==> src/rtl/seq_tx_1001_if.sv <==
// seq_tx_1001_if: load handshake and serial line bundle for the framed 1001 transmitter
// Signals:
//   load, data_in                          driven by the producer (master)
//   ready, data_out, frame_active, stuff, done  driven by the transmitter (slave)
interface seq_tx_1001_if #(
  parameter int DATA_W = 8
);
  logic              load;
  logic [DATA_W-1:0] data_in;
  logic              ready;
  logic              data_out;
  logic              frame_active;
  logic              stuff;
  logic              done;
  modport master (
    output load, data_in,
    input  ready, data_out, frame_active, stuff, done
  );
  modport slave (
    input  load, data_in,
    output ready, data_out, frame_active, stuff, done
  );
endinterface

==> src/rtl/seq_tx_1001.sv <==
// seq_tx_1001: framed serial transmitter, optional guard 0, sync 1001, payload MSB-first with bit stuffing
// Ports:
//   clk    rising-edge clock
//   rst_n  asynchronous active-low reset
//   bus    slave side of seq_tx_1001_if: load/data_in in; ready, data_out, frame_active, stuff, done out (all registered)
module seq_tx_1001 #(
  parameter int DATA_W = 8
) (
  input logic          clk,
  input logic          rst_n,
  seq_tx_1001_if.slave bus
);
  localparam logic [1:0] IDLE    = 2'd0;
  localparam logic [1:0] GUARD   = 2'd1;
  localparam logic [1:0] SYNC    = 2'd2;
  localparam logic [1:0] PAYLOAD = 2'd3;
  localparam int CW = $clog2(DATA_W + 1);
  localparam logic [CW-1:0] LAST = CW'(DATA_W);
  logic [1:0]        state, state_n;
  logic [CW-1:0]     cnt, cnt_n;
  logic [DATA_W-1:0] sreg, sreg_n;
  logic [2:0]        hist, hist_n;
  logic              dout_n, fa_n, stuff_n, done_n, clr;
  // In SYNC, cnt indexes the sync bit currently on the line; in PAYLOAD it counts payload bits already driven.
  always_comb begin
    state_n = state;
    cnt_n   = cnt;
    sreg_n  = sreg;
    dout_n  = 1'b0;
    fa_n    = 1'b0;
    stuff_n = 1'b0;
    done_n  = 1'b0;
    clr     = 1'b0;
    case (state)
      IDLE: if (bus.load) begin
        sreg_n  = bus.data_in;
        cnt_n   = '0;
        fa_n    = 1'b1;
        state_n = (hist == 3'b100) ? GUARD : SYNC;
        dout_n  = (hist != 3'b100);
      end
      GUARD: begin
        state_n = SYNC;
        dout_n  = 1'b1;
        fa_n    = 1'b1;
      end
      SYNC: begin
        fa_n    = 1'b1;
        clr     = (cnt == CW'(3));
        state_n = clr ? PAYLOAD : SYNC;
        cnt_n   = clr ? CW'(1) : cnt + 1'b1;
        dout_n  = clr ? sreg[DATA_W-1] : (cnt == CW'(2));
        sreg_n  = clr ? sreg << 1 : sreg;
      end
      default: if (cnt == LAST) state_n = IDLE;
      else begin
        fa_n    = 1'b1;
        stuff_n = (hist == 3'b100);
        dout_n  = !stuff_n && sreg[DATA_W-1];
        sreg_n  = stuff_n ? sreg : sreg << 1;
        cnt_n   = stuff_n ? cnt : cnt + 1'b1;
        done_n  = !stuff_n && (cnt == LAST - 1'b1);
      end
    endcase
    // the detector restarts after the sync match, so history is forgotten once the final sync 1 is out
    hist_n = {clr ? 2'b00 : hist[1:0], dout_n};
  end
  always_ff @(posedge clk or negedge rst_n)
    if (!rst_n) begin
      state            <= IDLE;
      cnt              <= '0;
      sreg             <= '0;
      hist             <= '0;
      bus.data_out     <= 1'b0;
      bus.ready        <= 1'b1;
      bus.frame_active <= 1'b0;
      bus.stuff        <= 1'b0;
      bus.done         <= 1'b0;
    end else begin
      state            <= state_n;
      cnt              <= cnt_n;
      sreg             <= sreg_n;
      hist             <= hist_n;
      bus.data_out     <= dout_n;
      bus.ready        <= (state_n == IDLE);
      bus.frame_active <= fa_n;
      bus.stuff        <= stuff_n;
      bus.done         <= done_n;
    end
endmodule

==> src/flat_wrapper.sv <==
// flat-port wrapper written by rule: the top's interface ports become plain ports
module seq_tx_1001_flat 
#(
  parameter int DATA_W = 8
)
  (clk, rst_n, bus_load, bus_data_in, bus_ready, bus_data_out, bus_frame_active, bus_stuff, bus_done);
  seq_tx_1001_if #(.DATA_W(DATA_W)) bus_i ();
  input logic clk;
  input logic rst_n;
  input wire logic [$bits(bus_i.load)-1:0] bus_load;
  input wire logic [$bits(bus_i.data_in)-1:0] bus_data_in;
  output wire logic [$bits(bus_i.ready)-1:0] bus_ready;
  output wire logic [$bits(bus_i.data_out)-1:0] bus_data_out;
  output wire logic [$bits(bus_i.frame_active)-1:0] bus_frame_active;
  output wire logic [$bits(bus_i.stuff)-1:0] bus_stuff;
  output wire logic [$bits(bus_i.done)-1:0] bus_done;
  assign bus_i.load = bus_load;
  assign bus_i.data_in = bus_data_in;
  assign bus_ready = bus_i.ready;
  assign bus_data_out = bus_i.data_out;
  assign bus_frame_active = bus_i.frame_active;
  assign bus_stuff = bus_i.stuff;
  assign bus_done = bus_i.done;
  seq_tx_1001 #(.DATA_W(DATA_W)) u_core (.clk(clk), .rst_n(rst_n), .bus(bus_i));
endmodule
==> config.mk <==
export PLATFORM = sky130hd
export DESIGN_NAME = seq_tx_1001_flat
export DESIGN_NICKNAME = d
export VERILOG_FILES = /design/src/rtl/seq_tx_1001_if.sv /design/src/rtl/seq_tx_1001.sv /design/src/flat_wrapper.sv
export SDC_FILE = /design/constraint.sdc
export NUM_CORES = 1
export LEC_CHECK = 0
export CAP_MARGIN = 20
export CORE_MARGIN = 8
export CORE_UTILIZATION = 50
export DETAILED_ROUTE_END_ITERATION = 7
export PLACE_DENSITY = 0.75
export SYNTH_ARGS = -nofsm -noshare
export SYNTH_HDL_FRONTEND = slang
export SYNTH_SLANG_ARGS = --single-unit
==> constraint.sdc <==
create_clock -name clk -period 3.5 [get_ports clk]
set_clock_uncertainty 0.2 [all_clocks]
set_input_delay 0.7 -clock clk [delete_from_list [all_inputs] [get_ports clk]]
set_output_delay 0.7 -clock clk [all_outputs]
set_load 0.02 [all_outputs]
==> results of run 1 <==
layer usage:
layer / up-vias / track usage [%] / share of wire (%)
li1: 407 / - / -
met1: 418 / 14.2 / 45
met2: 32 / 18.7 / 47
met3: 9 / 2.89 / 5.4
met4: 0 / 7.90 / 2.8
met5: - / 0 / 0
cell families (layout without fill, tap and decap cells):
family                   Yosys count  in the layout  synth area share (%)
flip-flops                        21             21                  43.4
adder cells (fa/ha/maj)            7              7                  7.22
multiplexers                      17             17                  17.7
AO/OA/AOI/OAI                     22             22                  13.1
buffers and inverters             12             25                  4.54
AND/OR/NAND/NOR                   26             26                  14.0
critical path, cell delays in order (launching register included):
cell,delay [ns]
dfrtp_1,0.42
inv_1,0.11
ha_1,0.59
a211oi_2,0.14
or4_4,0.62
mux2_4,0.34
through the flow:
step	util, %	area (sq um)	hold slack (ns)
after floorplan	-	1210	0.204
after global placement	57.3	1370	0.270
after detailed placement	57.3	1370	0.292
after CTS	58.4	1400	0.324
after global routing	58.4	1400	0.338
final	58.4	1400	0.321
cell usage in the layout, fill, tap and decap left out, types with 2 or more instances in the layout:
cell type        count
mux2i_1              2
nor2b_1              3
nand4_1              2
o22ai_1              2
nand2b_1             2
dfrtp_1             20
mux2_2               8
clkdlybuf4s50_1     15
a31oi_1              3
inv_1                6
nand3_1              2
mux2_4               7
nor2_1               6
a21oi_1              5
a41o_1               2
ha_1                 7
nand2_1              3
clkbuf_4             3
o21ai_0              2
final cells by class:
class	instances	area (sq um)	area share (%)
tap	30	37.5	2.69
inverter	6	22.5	1.61
multi-input combinational	72	632	45.3
clock buffer	4	26.3	1.88
timing repair buffer	15	150	10.8
sequential	21	527	37.8
synthesized netlist by cell type, types with 2 or more instances:
| cell | n | share of area (%) |
|---|---|---|
| a41o_1 | 2 | 1.6 |
| mux2i_1 | 2 | 1.6 |
| a31oi_1 | 3 | 1.5 |
| a21oi_1 | 5 | 2.1 |
| nand2_1 | 3 | 0.93 |
| nand4_1 | 2 | 1.0 |
| buf_2 | 2 | 0.82 |
| nor2b_1 | 3 | 1.5 |
| mux2_4 | 7 | 8.7 |
| ha_1 | 7 | 7.2 |
| clkbuf_1 | 2 | 0.62 |
| nand2b_1 | 2 | 1.0 |
| nand3_1 | 2 | 0.82 |
| o21ai_0 | 2 | 0.82 |
| inv_1 | 6 | 1.9 |
| nor2_1 | 6 | 1.9 |
| mux2_2 | 8 | 7.4 |
| o22ai_1 | 2 | 1.0 |
| dfrtp_1 | 20 | 41 |
worst max-delay path by stage:
stage               startpoint             end  depth (start not counted)
2_1_floorplan         bus_load  u_core.sreg[1]                          5
3_3_place_gp          bus_load  u_core.sreg[2]                          4
3_5_place_dp          bus_load  u_core.sreg[5]                          4
4_1_cts        u_core.state[0]  u_core.sreg[5]                          5
5_1_grt        u_core.state[0]  u_core.sreg[2]                          5
6_report       u_core.state[0]  u_core.sreg[1]                          5
flip-flops by register name (all words and copies together) (netlist names):
signal and flops:
u_core.hist 3, u_core.bus.stuff 1, u_core.bus.ready 1, u_core.state 2, u_core.bus.done 1, u_core.sreg 8, u_core.cnt 4, u_core.bus.frame_active 1
report_power, final:
group	internal, mW	switching (mW)
Sequential	0.353	0.0741
Clock	0.0446	0.0739
Combinational	0.395	0.358
Total	0.793	0.506
==> results.yml, run 1 <==
outcome:
  outcome: "completed"
synthesis:
  synth_nets: 123
  syn_area_sq_um: 1210
  ys_ff_latch: 21
  synth.yosys.seq_area_share_pct: 43.4
  ys_types: 38
  synthArstFlopShare_pct: 100
  syn_inst: 105
  synth-edff-count: 0
  yosys_warnings: 0
  synth_area_per_cell_sq_um: 11.6
  ys.flop_type: "dfrtp_1"
floorplan:
  fp.dieW_microns: 65.3
  die_height_microns: 65.3
  initial_core_util_pct: 50.8
  die_area_sq_um: 4260
  core_area_sq_um: 2390
  num_rows: 18
  io_pins: 16
setup_path:
  ff2ff_path_depth: 5
  crit_path_start_kind: "flop"
  r2r-start: "u_core.state[0]"
  cp_max_fo: 18
  reg2reg_to: "u_core.sreg[1]"
  critPathArrivalTime_ns: 2.54
  crit_required_ns: 3.51
  critPathKind: "flop to flop"
  cp-end-kind: "flop"
  rrSetupSlack_ns: 0.97
placement:
  dp_hpwl_microns: 1770
  pre_cts_ws_ns: 0.749
  finalWeightedCongestion: 0.785
  io_buffers: 15
  place_inst: 144
global_route:
  grt_pass1_wl_microns: 4030
  grt_pass1_vias: 869
  grt_usage_pct: 11.9
  overflow: 0
  antenna_found_initial: 0
  grt_max_degree: 22
cells_and_area:
  drive_gt1_share_pct: 21.2
  fillers: 209
  finalNonFillerCells: 148
  diodes: 0
  fin_nets: 137
  syn_to_final_growth_pct: 14.9
clock_tree:
  cts_tree: "yes"
  ctsHoldBuffers: 0
  clock_latency_ns: 0.31
  cts.sinks: 21
  path_clk_slew_ns: 0.11
  clockBufferDepth: 2
  root_buffer: "clkbuf_4"
  cts_resized: 0
  cts_max_level: 1
  cts_setup_buffers: 0
  numCtsBuffers: 3
power:
  total_power_mw: 1.30
  powerDensity_nw_per_um2: 931
  ir_drop_mv: 0.467
  total_leakage_power_nw: 0.642
routing:
  drt_first_pass_iters: 4
  vias_per_cell: 5.85
  drtIter0Drc: 48
  drt_drc_violations_left: 0
  ant_nets: 0
  wl_per_cell_microns: 16.5
  vias: 866
  totalWireLength_microns: 2440
sta:
  tns_ns: 0
  finalSetupViolCount: 0
  worst_slack_ns: 0.971
  finalCritPeriodShare_pct: 72.3
  relSlewSlack_pct: 38.2
  hold_viol_final: 0
  fmax_mhz: 395
  fin_crit_ns: 2.53
  drv_slew: 0
  worstMarginPinSlew_ns: 0.925
  grt_setup_unrepaired: "false"
worst_hold_path:
  holdPathEnd: "u_core.sreg[4]"
  min_path_cells: 1
  hold_class: "flop to flop"
  worstHoldStart: "u_core.sreg[4]"
run:
  maxCapViolCount: 0
Note: power is estimated with default switching activity, not from simulation.
==> run 2: changes to the inputs <==
==> constraint.sdc (replaced) <==
create_clock -name clk -period 2.55 [get_ports clk]
set_clock_uncertainty 0.2 [all_clocks]
set_input_delay 0.51 -clock clk [delete_from_list [all_inputs] [get_ports clk]]
set_output_delay 0.51 -clock clk [all_outputs]
set_load 0.02 [all_outputs]
==> run 2 against run 1 <==
Effect of this change:
- cell count up 2.7%
- critical path depth is the same
- power is 40% higher
- global-route usage grew 1.4 points
- sequential power up 37%
- non-clock buffer count is 4 higher
- combinational power is 42% higher
- core utilization rose by 1.3 points
- register-to-register slack worse by 0.66 ns
- clock power up 34%
- die area unchanged
- final area grew 2.2%
- critical endpoint is now u_core.sreg[4]
- highest routed layer unchanged
==> results.yml, run 2 (synthesis results as in run 1) <==
floorplan:
  die_height_microns: 65.3
  fp.dieW_microns: 65.3
  initial_core_util_pct: 50.8
  core_area_sq_um: 2390
  io_pins: 16
  num_rows: 18
  die_area_sq_um: 4260
global_route:
  overflow: 0
  grt_usage_pct: 13.3
  antenna_found_initial: 0
  grt_max_degree: 12
  grt_pass1_vias: 933
  grt_pass1_wl_microns: 4430
clock_tree:
  ctsHoldBuffers: 0
  cts_max_level: 1
  numCtsBuffers: 3
  cts_setup_buffers: 0
  root_buffer: "clkbuf_4"
  cts_tree: "yes"
  cts_resized: 0
  path_clk_slew_ns: 0.11
  clock_latency_ns: 0.30
  cts.sinks: 21
  clockBufferDepth: 2
sta:
  hold_viol_final: 0
  tns_ns: 0
  grt_setup_unrepaired: "false"
  drv_slew: 0
  worstMarginPinSlew_ns: 0.488
  finalSetupViolCount: 0
  worst_slack_ns: 0.307
  relSlewSlack_pct: 67.4
  finalCritPeriodShare_pct: 87.9
  fmax_mhz: 446
  fin_crit_ns: 2.24
placement:
  dp_hpwl_microns: 1940
  finalWeightedCongestion: 0.920
  pre_cts_ws_ns: 0.180
  io_buffers: 15
cells_and_area:
  diodes: 0
  fillers: 216
  drive_gt1_share_pct: 23.8
  top_register: "u_core.sreg"
  mostFrequentLayoutCells: "20 x dfrtp_1, 15 x clkdlybuf4s50_1, 8 x mux2_2, 7 x mux2_4, 7 x ha_1"
  syn_to_final_growth_pct: 17.4
  largest_reg_flops: 8
  layout_commonest_cell: "dfrtp_1"
  reg.largest.list: "u_core.sreg: 8 flops, u_core.cnt: 4 flops, u_core.hist: 3 flops"
  fin_nets: 141
routing:
  routed-wl-met3_microns: 115
  met1_length_microns: 1140
  ant_nets: 0
  drt_drc_violations_left: 0
  wl_per_cell_microns: 17.0
  vias: 865
  top_layer: "met4"
  drt_first_pass_iters: 4
  drtIter0Drc: 39
  vias_per_cell: 5.69
  wl_met2_microns: 1270
  totalWireLength_microns: 2590
outcome:
  outcome: "completed"
setup_path:
  crit_required_ns: 2.55
  critPathArrivalTime_ns: 2.24
  cp-end-kind: "flop"
  crit_path_start_kind: "flop"
  cp_max_fo: 8
  ff2ff_path_depth: 5
  critPathKind: "flop to flop"
run:
  maxCapViolCount: 0
power:
  total_leakage_power_nw: 0.662
  powerDensity_nw_per_um2: 1270
  ir_drop_mv: 0.745
worst_hold_path:
  min_path_cells: 1
  hold_class: "flop to flop"
[run 2: power breakdown]
| group | internal [mW] | switching [mW] |
|---|---|---|
| Clock | 0.0610 | 0.0985 |
| Sequential | 0.485 | 0.102 |
| Combinational | 0.563 | 0.506 |
[run 2: worst max-delay path: stages, from the launching register on]
cell and delay, ns:
dfrtp_1 0.40, inv_1 0.09, ha_1 0.27, nor2b_2 0.21, or4_4 0.63, mux2_4 0.34
[run 2: metrics by stage]
step	hold WS (ns)	total power, mW	util (%)	instances	cell area (sq um)
floorplan	0.0144	1.42	-	105	1210
global placement	0.269	1.59	58.6	148	1400
detailed placement	0.284	1.65	58.6	148	1400
CTS	0.310	1.82	59.7	152	1430
global route	0.334	1.94	59.7	152	1430
finish	0.306	1.82	59.7	152	1430
[run 2: layout make-up]
cell class | count | area (sq um) | area share [%]
clock buffers | 4 | 26.3 | 1.84
inverters | 6 | 22.5 | 1.58
multi-input cells | 72 | 632 | 44.3
flip-flops and latches | 21 | 527 | 37.0
well taps | 30 | 37.5 | 2.63
repair buffers | 19 | 180 | 12.6
[run 2: path summary, 6_finish.rpt]
| kind | slack, ns | to | startpoint |
|---|---|---|---|
| setup / recovery | 0.31 | u_core.sreg[4] | u_core.state[0] |
| hold / removal | 0.31 | u_core.sreg[0] | u_core.sreg[0] |
| setup reg to reg | 0.31 | u_core.sreg[4] | u_core.state[0] |
| hold reg to reg | 0.31 | u_core.sreg[0] | u_core.sreg[0] |
| max in group asynchronous | 1.29 | u_core.cnt[1] | rst_n |
| min in group asynchronous | 0.33 | u_core.state[0] | rst_n |
[run 2: layer usage]
metal	vias to the layer above	GRT usage, %
met3	6	3.23
met2	21	21.2
met4	0	9.26
li1	417	-
met5	-	0
met1	421	15.4
==> run 3: changes to the inputs <==
--- a/config.mk
+++ b/config.mk
@@ -5,6 +5,7 @@
 export SDC_FILE = /design/constraint.sdc
 export NUM_CORES = 1
 export LEC_CHECK = 0
+export ABC_CLOCK_PERIOD_IN_PS = 2550
 export CAP_MARGIN = 20
 export CORE_MARGIN = 8
 export CORE_UTILIZATION = 50
==> results of run 3 <==
No change in the layout: final DEF, timing and power equal those of run 2.
